`config.mk`:
```
export PLATFORM = sky130hd
export DESIGN_NAME = sigmf_arb
export DESIGN_NICKNAME = d
export VERILOG_FILES = /design/src/rtl/sigmf_arb.sv
export SDC_FILE = /design/constraint.sdc
export NUM_CORES = 1
export LEC_CHECK = 0
export CORE_UTILIZATION = 39
export CTS_BUF_LIST = sky130_fd_sc_hd__clkbuf_16
export DETAILED_ROUTE_END_ITERATION = 10
export PLACE_DENSITY = 0.81
export SLEW_MARGIN = 20
export SYNTH_ARGS = -nofsm -noshare
export SYNTH_HDL_FRONTEND = slang
export SYNTH_SLANG_ARGS = --single-unit
```
`constraint.sdc`:
```
create_clock -name clk -period 2.3 [get_ports clk]
set_input_delay 0.46 -clock clk [delete_from_list [all_inputs] [get_ports clk]]
set_output_delay 0.46 -clock clk [all_outputs]
set_load 0.02 [all_outputs]
```
`src/rtl/sigmf_arb.sv`:
```
// sigmf_arb: round-robin arbiter feeding one shared combinational sigmoid unit, two register stages.
// Defining SIGMF_ARB_STATS_EN adds per-requester saturating accept counters (stat_sel/stat_clr/stat_cnt).
module sigmf_arb #(
  parameter int WIDTH = 32,
  parameter int NREQ  = 3,
  parameter int IDW   = $clog2(NREQ)
) (
  input  logic                    clk,
  input  logic                    rst_n,
  input  logic [NREQ-1:0]         req_valid,
  input  logic [NREQ*WIDTH-1:0]   req_data,
  output logic [NREQ-1:0]         req_ready,
  output logic signed [WIDTH-1:0] sig_in,
  input  logic signed [WIDTH-1:0] sig_out,
  output logic                    resp_valid,
  output logic signed [WIDTH-1:0] resp_data,
  output logic [IDW-1:0]          resp_id,
  input  logic                    resp_ready
`ifdef SIGMF_ARB_STATS_EN
  ,
  input  logic [IDW-1:0]          stat_sel,
  input  logic                    stat_clr,
  output logic [15:0]             stat_cnt
`endif
);

  logic                    vld_p0_q, vld_p0_d;
  logic signed [WIDTH-1:0] data_p0_q, data_p0_d;
  logic [IDW-1:0]          id_p0_q, id_p0_d;
  logic                    vld_p1_q, vld_p1_d;
  logic signed [WIDTH-1:0] data_p1_q, data_p1_d;
  logic [IDW-1:0]          id_p1_q, id_p1_d;
  logic [IDW-1:0]          rr_ptr_q, rr_ptr_d;

  logic                    b_load, a_load, accept;
  logic                    hi_vld, lo_vld, gnt_vld;
  logic [IDW-1:0]          hi_id, lo_id, gnt_id;
  logic signed [WIDTH-1:0] gnt_data;

  function automatic logic [IDW-1:0] wrap_inc(input logic [IDW-1:0] k);
    return (k == IDW'(NREQ - 1)) ? '0 : k + IDW'(1);
  endfunction

  // Round-robin search: lowest valid index at or above rr_ptr, else lowest valid index overall.
  always_comb begin
    hi_vld = 1'b0;
    lo_vld = 1'b0;
    hi_id  = '0;
    lo_id  = '0;
    for (int k = NREQ - 1; k >= 0; k--) begin
      if (req_valid[k]) begin
        lo_vld = 1'b1;
        lo_id  = IDW'(k);
        if (IDW'(k) >= rr_ptr_q) begin
          hi_vld = 1'b1;
          hi_id  = IDW'(k);
        end
      end
    end
    gnt_vld  = lo_vld;
    gnt_id   = hi_vld ? hi_id : lo_id;
    gnt_data = '0;
    for (int k = 0; k < NREQ; k++) begin
      if (gnt_id == IDW'(k)) gnt_data = req_data[k*WIDTH +: WIDTH];
    end
  end

  always_comb begin
    b_load    = !vld_p1_q || resp_ready;
    a_load    = !vld_p0_q || b_load;
    accept    = a_load && gnt_vld;
    req_ready = '0;
    for (int k = 0; k < NREQ; k++) begin
      if (accept && rst_n && gnt_id == IDW'(k)) req_ready[k] = 1'b1;
    end
    rr_ptr_d  = accept ? wrap_inc(gnt_id) : rr_ptr_q;
    // p0: operand register in front of the shared sigmoid unit
    vld_p0_d  = a_load ? accept : vld_p0_q;
    data_p0_d = accept ? gnt_data : data_p0_q;
    id_p0_d   = accept ? gnt_id : id_p0_q;
    // p1: result register capturing sig_out
    vld_p1_d  = b_load ? vld_p0_q : vld_p1_q;
    data_p1_d = (b_load && vld_p0_q) ? sig_out : data_p1_q;
    id_p1_d   = (b_load && vld_p0_q) ? id_p0_q : id_p1_q;
  end

  always_ff @(posedge clk or negedge rst_n) begin
    if (!rst_n) begin
      vld_p0_q  <= 1'b0;
      data_p0_q <= '0;
      id_p0_q   <= '0;
      vld_p1_q  <= 1'b0;
      data_p1_q <= '0;
      id_p1_q   <= '0;
      rr_ptr_q  <= '0;
    end else begin
      vld_p0_q  <= vld_p0_d;
      data_p0_q <= data_p0_d;
      id_p0_q   <= id_p0_d;
      vld_p1_q  <= vld_p1_d;
      data_p1_q <= data_p1_d;
      id_p1_q   <= id_p1_d;
      rr_ptr_q  <= rr_ptr_d;
    end
  end

  assign sig_in     = data_p0_q;
  assign resp_valid = vld_p1_q;
  assign resp_data  = data_p1_q;
  assign resp_id    = id_p1_q;

`ifdef SIGMF_ARB_STATS_EN
  logic [15:0] cnt_q [NREQ];
  logic [15:0] cnt_d [NREQ];

  function automatic logic [15:0] sat_inc(input logic [15:0] c);
    return (c == 16'hFFFF) ? c : c + 16'd1;
  endfunction

  // Clear takes priority over a same-cycle accept.
  always_comb begin
    stat_cnt = '0;
    for (int k = 0; k < NREQ; k++) begin
      if (stat_clr)                         cnt_d[k] = '0;
      else if (accept && gnt_id == IDW'(k)) cnt_d[k] = sat_inc(cnt_q[k]);
      else                                  cnt_d[k] = cnt_q[k];
      if (stat_sel == IDW'(k)) stat_cnt = cnt_q[k];
    end
  end

  always_ff @(posedge clk or negedge rst_n) begin
    if (!rst_n) begin
      for (int k = 0; k < NREQ; k++) cnt_q[k] <= '0;
    end else begin
      for (int k = 0; k < NREQ; k++) cnt_q[k] <= cnt_d[k];
    end
  end
`endif

endmodule

```
==> run metrics, run 1 <==
outcome finished, final reports clean; CP endpoint kind primary output; Die Height 98.6 µm; Logic pwr share around a third; Mapped Avg Cell Area approximately 11 µm²; Clock Tree Root clkbuf_16; CP max stage cell dfrtp_1; Setup TNS 0 ns; #FFs+latches synth 72; Max H-tree Level 3; Clk pwr share 30.7%; Site Rows 34; count of final hold-check violations 0; Sink Count between 70 and 80; worst r2r path cells 6; post-synthesis sequential area ratio 49.5%; overall power roughly 4.5 mW; Placed Area 5800 µm²; synthesized netlist net count 458; Pwr Density around 750 nW/µm²; final WL 10,900 µm; Sw Ratio between 30 and 40%; final core utilization 68.6%; yosys warns 0; Async SR Flop Fraction 100%; area leader, netlist dfrtp_1; Longest Clk Path Bufs 2; Max FO, Critical Path 5; Yosys top cell area share 49.5%; FF-to-FF setup slack 0.58 ns; final cell count without fillers between 600 and 700; Detailed Place HPWL 8200 µm; Detail Route Antenna Nets 0; Antenna Cells 0; P_int 3.14 mW; CTS buffer count 9; Setup Buffers After CTS 0; Yosys cell types 32; Synth area leaders dfrtp_1, mux2_2, mux2i_1, o211ai_2, nand2_1; RSZ-0062 raised after global routing no; delay-heaviest family, CP flip-flops; Leakage 2.55 nW; Area growth syn-to-layout 67.7%; Ports 204; Finish-stage setup viols 0; Tot GR Track Use 22.8%; Post-synth EDFFs 0; Worst-Margin Slew 0.897 ns; DR pass1 iterations 4; relative slew slack 40.2%; initial cell density of the core between 40% and 50%; total congestion overflow 0; Peak supply drop 0.388 mV; main flop type after synthesis dfrtp_1; Hold Path Class in -> async; pin count of the biggest net entering global routing 73; # placed instances around 630; Clock Skew 0.00721 ns; period utilization 91.9%; max incr delay on CP 0.44 ns; Via density 5.18; initial antenna violation count 0; critical path type reg -> out; Fmax approximately 470 MHz; critical path cell sequence nor2b_1, o31a_2, and3_1, buf_2; clk_lat worst skew about 0.33 ns; post-layout instance area between 6000 and 7000 µm²; switching pwr 1.41 mW; DR WL/cell around 17 µm; vias 3,342; die area 9720 µm²; Setup crit start kind register; Max-cap violations 0; Worst R2R Start rr_ptr_q[1]; sequential power share around a third; vias in the first global route 3,469; Port-buffer cells 203; final net count 666; Buf/Inv on CP 1; Critical Path RT 1.84 ns; layout cell share with drive strength beyond 1 a little under a fifth; Die Width approximately 100 µm; fin crit period 2.11 ns; drt initial violations 88; Worst setup startpoint rr_ptr_q[1]; CTS tree yes; first-pass GRT wire length between 15,000 and 20,000 µm; capturing point of the worst reg2reg path sig_in[18]; Syn Inst Count 324; residual DRC count 0; Netlist Area Pre-Place 3640 µm²; core area 8890 µm²; clk slew on worst S/H paths 0.06 ns; CP arrival 1.65 ns; fin. max-slew vios 0; GP Congestion 0.866
==> per-layer routing <==
| metal | vias up | global-route usage [%] | wire length [µm] |
|---|---|---|---|
| li1 | 1575 | - | - |
| met1 | 1592 | 26.5 | 4430 |
| met5 | - | 0 | 0 |
| met2 | 161 | 41.0 | 5540 |
| met3 | 14 | 5.89 | 792 |
| met4 | 0 | 7.58 | 174 |
==> flip-flops by register name, indices dropped and copies added (netlist names) <==
register and cells:
id_p0_q 2, resp_data 32, resp_id 2, resp_valid 1, rr_ptr_q 2, sig_in 32
vld_p0_q 1
==> power by group through the flow <==
stage | clock (mW) | combinational [mW] | sequential [mW]
2_1_floorplan | 0 | 0.514 | 1.85
3_3_place_gp | 0 | 1.53 | 1.61
3_5_place_dp | 0 | 1.56 | 1.62
4_1_cts | 1.43 | 1.57 | 1.60
5_1_grt | 1.47 | 1.65 | 1.62
6_report | 1.40 | 1.55 | 1.60
==> timing repair <==
action,4_1_cts,5_1_grt
hold buffers,0,0
setup endpoints to repair,3,3
cloned,0,0
hold endpoints to repair,0,0
pin swaps,1,0
gates resized for setup,14,3
==> cell families (layout without fill, tap and decap cells) <==
logic type / Yosys count / count (layout) / synth area share (%)
compound gates: 63 / 63 / 15.1
simple gates: 99 / 99 / 12.8
flops: 72 / 72 / 49.5
buf+inv: 32 / 245 / 5.50
mux: 58 / 58 / 17.1
==> cell usage after synthesis, types with 3 or more instances <==
| cell | instances |
|---|---|
| nand3_1 | 26 |
| buf_2 | 10 |
| o211ai_1 | 5 |
| o21ai_0 | 4 |
| o211ai_2 | 19 |
| a32oi_1 | 8 |
| mux2_2 | 34 |
| nand2_1 | 56 |
| mux2i_1 | 24 |
| a31oi_1 | 8 |
| dfrtp_1 | 72 |
| clkbuf_1 | 3 |
| nor2b_1 | 3 |
| inv_1 | 8 |
| o21ai_1 | 15 |
| nand2b_1 | 4 |
| buf_6 | 5 |
==> cell type report <==
| class | instances | area, µm² |
|---|---|---|
| clock buffer | 9 | 225 |
| clock inverter | 7 | 77.6 |
| fill | 688 | 2790 |
| inverter | 9 | 33.8 |
| multi-input combinational | 220 | 1640 |
| sequential | 72 | 1800 |
| tap | 108 | 135 |
| timing repair buffer | 220 | 2180 |
==> worst max path at each step <==
stage,endpoint,cells after the start,slack [ns]
global placement,req_ready[2],5,-0.35
global route,req_ready[0],5,0.1
floorplan,req_ready[2],5,0.32
CTS,req_ready[2],5,0.02
finish,req_ready[2],4,0.19
detailed placement,req_ready[2],5,-0.38
==> per-stage QoR <==
stage               hold WS [ns]  setup WS, ns
floorplan                  0.164         0.325
global placement           0.461        -0.345
detailed placement         0.476        -0.377
CTS                        0.437        0.0167
global route               0.489        0.0978
finish                     0.388         0.186
==> cells in the final DEF, fill, tap and decap left out, drive strengths merged <==
cell,netlist,final
dfrtp,72,72
o21ai,19,19
nor2,2,2
dlymetal6s2s,0,2
clkdlybuf4s50,0,196
nand3b,2,2
and2,1,1
or3,1,1
a21oi,1,1
dlygate4sd2,0,1
nand3,26,26
nor2b,3,3
o31ai,1,1
inv,9,11
o211ai,24,24
a31oi,8,8
nand2,57,57
and3,2,2
a221o,1,1
clkinvlp,0,4
mux2i,24,24
a32oi,8,8
nand2b,4,4
buf,20,21
nor3b,1,1
clkbuf,3,9
mux2,34,34
o31a,1,1
bufinv,0,1
No activity file was read; power rests on OpenSTA's default activity.
==> run 2: changes to the inputs <==
CORE_ASPECT_RATIO = 0.6   (was not set)
==> run 2 against run 1 <==
Via count down 0.30%. Die area up 0.14%. Maximum frequency is 0.72% lower. Sequential power is essentially flat. Non-clock buffer count rose by 2. Largest power group unchanged.
==> run metrics, run 2 (synthesis results as in run 1) <==
Clock Tree Root clkbuf_16; Detailed Place HPWL 8380 µm (+2.3%); Detail Route Antenna Nets 0 (unchanged); CTS tree yes; max incr delay on CP 0.46 ns (+0.02 ns); Worst-Margin Slew 0.903 ns (+0.00590 ns); fin. max-slew vios 0 (unchanged); Pwr Density 726 nW/µm² (-2.6%); Fmax 470 MHz (-0.72%); final core utilization 69.2% (+0.57 points); Ports 204 (unchanged); most common cell after layout, fill and taps aside clkdlybuf4s50_1; vias in the first global route 3,340 (-3.7%); clk_lat worst skew 0.33 ns (about the same); Finish-stage setup viols 0 (unchanged); initial cell density of the core 41.4% (+0.50 points); die area 9730 µm² (+0.14%); Hold Path Class in -> async; GP Congestion 0.784 (-9.4%); clk slew on worst S/H paths 0.06 ns (about the same); # placed instances 635 (+0.95%); period utilization 92.6% (+0.67 points); worst r2r path cells 6 (unchanged); Site Rows 26 (-24%); relative slew slack 39.8% (-0.39 points); Die Width 127 µm (+29%); Clock Skew 0.00564 ns (-0.00157 ns); Buf/Inv on CP 2 (+1); Critical Path RT 1.84 ns (about the same); CP endpoint kind primary output; first-pass GRT wire length 17,300 µm (+0.40%); capturing point of the worst reg2reg path sig_in[15]; residual DRC count 0 (unchanged); most frequent cells in the layout clkdlybuf4s50_1, dfrtp_1, nand2_1; final WL 11,000 µm (+0.40%); Antenna Cells 0 (unchanged); delay-heaviest family, CP buffers and inverters; critical path type in -> out; vias 3,332 (-0.30%); layout cell share with drive strength beyond 1 18.4% (+0.12 points); DR pass1 iterations 4 (unchanged); Post-CTS Hold Buffers 0 (unchanged); Setup Buffers After CTS 0 (unchanged); CP max stage cell clkdlybuf4s50_1; final net count 668 (+0.30%); fin crit period 2.13 ns (+0.0153 ns); Max FO, Critical Path 4 (-1); total congestion overflow 0 (unchanged); Longest Clk Path Bufs 2 (unchanged); Leakage 2.56 nW (+0.15%); Die Height 76.8 µm (-22%); FF/Latch Area 1800 µm² (unchanged); Setup crit start kind input pin; core area 8780 µm² (-1.2%); Sink Count 72 (unchanged); CTS buffer count 9 (unchanged); initial antenna violation count 0 (unchanged); Port-buffer cells 203 (unchanged); # fillers 642 (-6.7%); outcome finished, final reports clean; Peak supply drop 0.391 mV (+0.67%); critical path cell sequence clkdlybuf4s50_1, nand3b_1, and2_4, nand3_1, nor2b_1, buf_2; DR WL/cell 16.9 µm (-0.52%); final cell count without fillers 651 (+0.93%); count of final hold-check violations 0 (unchanged); RSZ-0062 raised after global routing no; Tot GR Track Use 23.2% (+0.39 points); Worst R2R Start rr_ptr_q[1]; drt initial violations 134 (+52%); pin count of the biggest net entering global routing 73 (unchanged); Max H-tree Level 3 (unchanged); multi-input combinational cell area 1640 µm² (unchanged); Area growth syn-to-layout 67.0%; Max-cap violations 0 (unchanged); CP arrival 1.67 ns (+0.02 ns); Via density 5.12 (-1.2%); FF-to-FF setup slack 0.59 ns (about the same)
## run 2: layout make-up
cell class | instances | area share [%]
flip-flops and latches | 72 | 29.7
inverters | 9 | 0.556
multi-input cells | 220 | 27.0
repair buffers | 222 | 36.0
clock inverters | 7 | 0.762
clock buffers | 9 | 3.71
well taps | 112 | 2.31
## run 2: worst max path at each step
stage / start / end / cells past startpoint
4_1_cts: req_valid[0] / req_ready[2] / 5
6_report: resp_ready / req_ready[0] / 6
2_1_floorplan: req_valid[0] / req_ready[2] / 5
3_5_place_dp: req_valid[2] / req_ready[2] / 5
5_1_grt: resp_ready / req_ready[0] / 6
3_3_place_gp: req_valid[0] / req_ready[2] / 5
## run 2: repair_timing
item / in CTS / in global routing
setup endpoints to repair: 3 / 3
pin swaps: 0 / 0
resized for setup: 14 / 3
## run 2: where the power goes
part,internal [mW],leakage [nW],switching (mW)
Sequential,1.48,0.858,0.122
Combinational,0.813,1.57,0.745
Clock,0.728,0.133,0.528
Total,3.02,2.56,1.40
## run 2: stage by stage
step                      total power, mW  instance area (µm²)  setup TNS, ns  hold WS (ns)  worst slack, ns
after floorplan                      2.37                 3640              0         0.164            0.325
after global placement               3.15                 5810          -1.09         0.469           -0.378
after detailed placement             3.19                 5810          -1.19         0.476           -0.412
after CTS                            4.47                 6070              0         0.442           0.0100
after global routing                 4.65                 6080              0         0.475           0.0812
final                                4.41                 6080              0         0.404            0.171
## run 2: routing by layer
metal  up-vias  global-route usage (%)  part of all wire [%]
met5         -                       0                     0
met4         0                    6.67                   1.1
met3        14                    7.12                   7.6
met2       152                    38.6                    47
met1      1577                    29.2                    44
li1       1589                       -                     -
==> run 3: changes to the inputs <==
GPL_TIMING_DRIVEN = 0   (was not set)
==> run 3 against run 2 <==
Sequential share of layout area decreased by 0.69 points. Non-clock buffer count increased by 12. Die area unchanged. Via count increased by 1.1%. Cell count increased by 1.8%. Utilization increased by 1.7 points. Worst hold slack got worse by 0.28 ns. Sequential cell count unchanged. Combinational power increased by 3%.
==> run metrics, run 3 (synthesis results as in run 1) <==
outcome finished, final reports clean; DR pass1 iterations 6 (+2); Max-cap violations 0 (unchanged); worst r2r path cells 7 (+1); GP Congestion 0.824 (+5.0%); Setup crit start kind input pin; final worst setup slack 0.0334 ns (-0.137 ns); most frequent cells in the layout clkdlybuf4s50_1, dfrtp_1, nand2_1; vias 3,368 (+1.1%); Clock Tree Root clkbuf_16; Pwr Density 752 nW/µm² (+3.5%); Peak supply drop 0.351 mV (-10%); Finish-stage setup viols 0 (unchanged); Tot GR Track Use 23.4% (+0.21 points); final cell count without fillers 663 (+1.8%); relative slew slack 51.4% (+12 points); DR WL/cell 16.9 µm (+0.14%); Via density 5.08 (-0.75%); Port-buffer cells 203 (unchanged); final core utilization 70.9% (+1.7 points); fin crit period 2.27 ns (+0.137 ns); final net count 680 (+1.8%); drt initial violations 167 (+25%); Die Width 127 µm (unchanged); period utilization 98.5% (+6.0 points); total congestion overflow 0 (unchanged); first-pass GRT wire length 17,600 µm (+1.7%); most common cell after layout, fill and taps aside clkdlybuf4s50_1; clk_lat worst skew 0.33 ns (about the same); initial cell density of the core 41.4% (unchanged); fin. max-slew vios 0 (unchanged); Clock Skew 0.00431 ns (-0.00133 ns); Hold Path Class in -> async; pin count of the biggest net entering global routing 58 (-21%); Detailed Place HPWL 8740 µm (+4.2%); CTS buffer count 9 (unchanged); layout cell share with drive strength beyond 1 20.1% (+1.8 points); Sink Count 72 (unchanged); CTS tree yes; critical path type in -> out; vias in the first global route 3,546 (+6.2%); initial antenna violation count 0 (unchanged); Detail Route Antenna Nets 0 (unchanged); RSZ-0062 raised after global routing no; Area growth syn-to-layout 71.2%; Site Rows 26 (unchanged); residual DRC count 0 (unchanged); clk slew on worst S/H paths 0.06 ns (about the same); Worst-Margin Slew 0.726 ns (-0.176 ns); Leakage 2.62 nW (+2.3%); Die Height 76.8 µm (unchanged); Antenna Cells 0 (unchanged); Ports 204 (unchanged); CP endpoint kind primary output; Max H-tree Level 3 (unchanged); core area 8780 µm² (unchanged); final WL 11,200 µm (+2.0%); Critical Path RT 1.84 ns (about the same); Longest Clk Path Bufs 2 (unchanged); Fmax 441 MHz (-6.1%); CP arrival 1.81 ns (+0.14 ns); die area 9730 µm² (unchanged); Place WS -0.823 ns (-0.411 ns); count of final hold-check violations 0 (unchanged); # placed instances 640 (+0.79%); Max FO, Critical Path 10 (+6)
==> run 3: what timing repair did <==
item                                    CTS  global route
hold buffers                              1             0
endpoints found under the hold margin    17             0
pin swaps                                 2             3
resized for setup                        26             9
setup buffers                             4             2
endpoints found under the setup margin    3             3
==> run 3: report_power, final <==
| part | internal, mW | leakage (nW) | switching [mW] |
|---|---|---|---|
| combinational | 0.839 | 1.61 | 0.756 |
| clock | 0.950 | 0.153 | 0.532 |
| sequential | 1.48 | 0.856 | 0.127 |
==> run 3: per-layer routing <==
metal  GRT usage, %  vias to the layer above  routed length (µm)
li1               -                     1613                   -
met1           27.0                     1576                4510
met2           41.0                      166                5520
met3           9.21                       13                1090
met4           5.36                        0                  89
met5              0                        -                   0
==> run 3: cell type report <==
cell class	count	area [µm²]
plain buffers	23	179
clock buffers	9	225
clock inverters	7	96.3
fillers	642	2550
inverters	9	33.8
multi-input cells	220	1650
flip-flops and latches	72	1800
well taps	112	140
repair buffers	211	2100
==> run 3: critical path, cell delays in order <==
cell and delay (ns):
clkdlybuf4s15_2 0.22, nor2b_1 0.14, clkbuf_4 0.18, a221o_1 0.36, buf_6 0.17, nor2b_1 0.13
buf_4 0.15
==> run 3: worst paths after layout <==
path                              startpoint            end  slack (ns)
worst max-delay path            req_valid[2]   req_ready[0]        0.03
worst min-delay path                   rst_n  resp_data[22]        0.12
worst max register to register   rr_ptr_q[0]     sig_in[17]        0.57
worst min register to register    sig_in[20]     sig_in[20]        0.48
max in group asynchronous              rst_n  resp_data[20]        1.08
min in group clk                  resp_ready     resp_valid        0.47
==> run 3: stage by stage <==
| stage | total power, mW | TNS (ns) | cell area [µm²] | hold WS (ns) |
|---|---|---|---|---|
| floorplan | 2.37 | 0 | 3640 | 0.164 |
| global placement | 3.15 | -131.71 | 5810 | 0.471 |
| detailed placement | 3.20 | -2.39 | 5830 | 0.347 |
| CTS | 4.71 | 0 | 6190 | 0.128 |
| global route | 4.89 | 0 | 6230 | 0.131 |
| finish | 4.68 | 0 | 6230 | 0.120 |
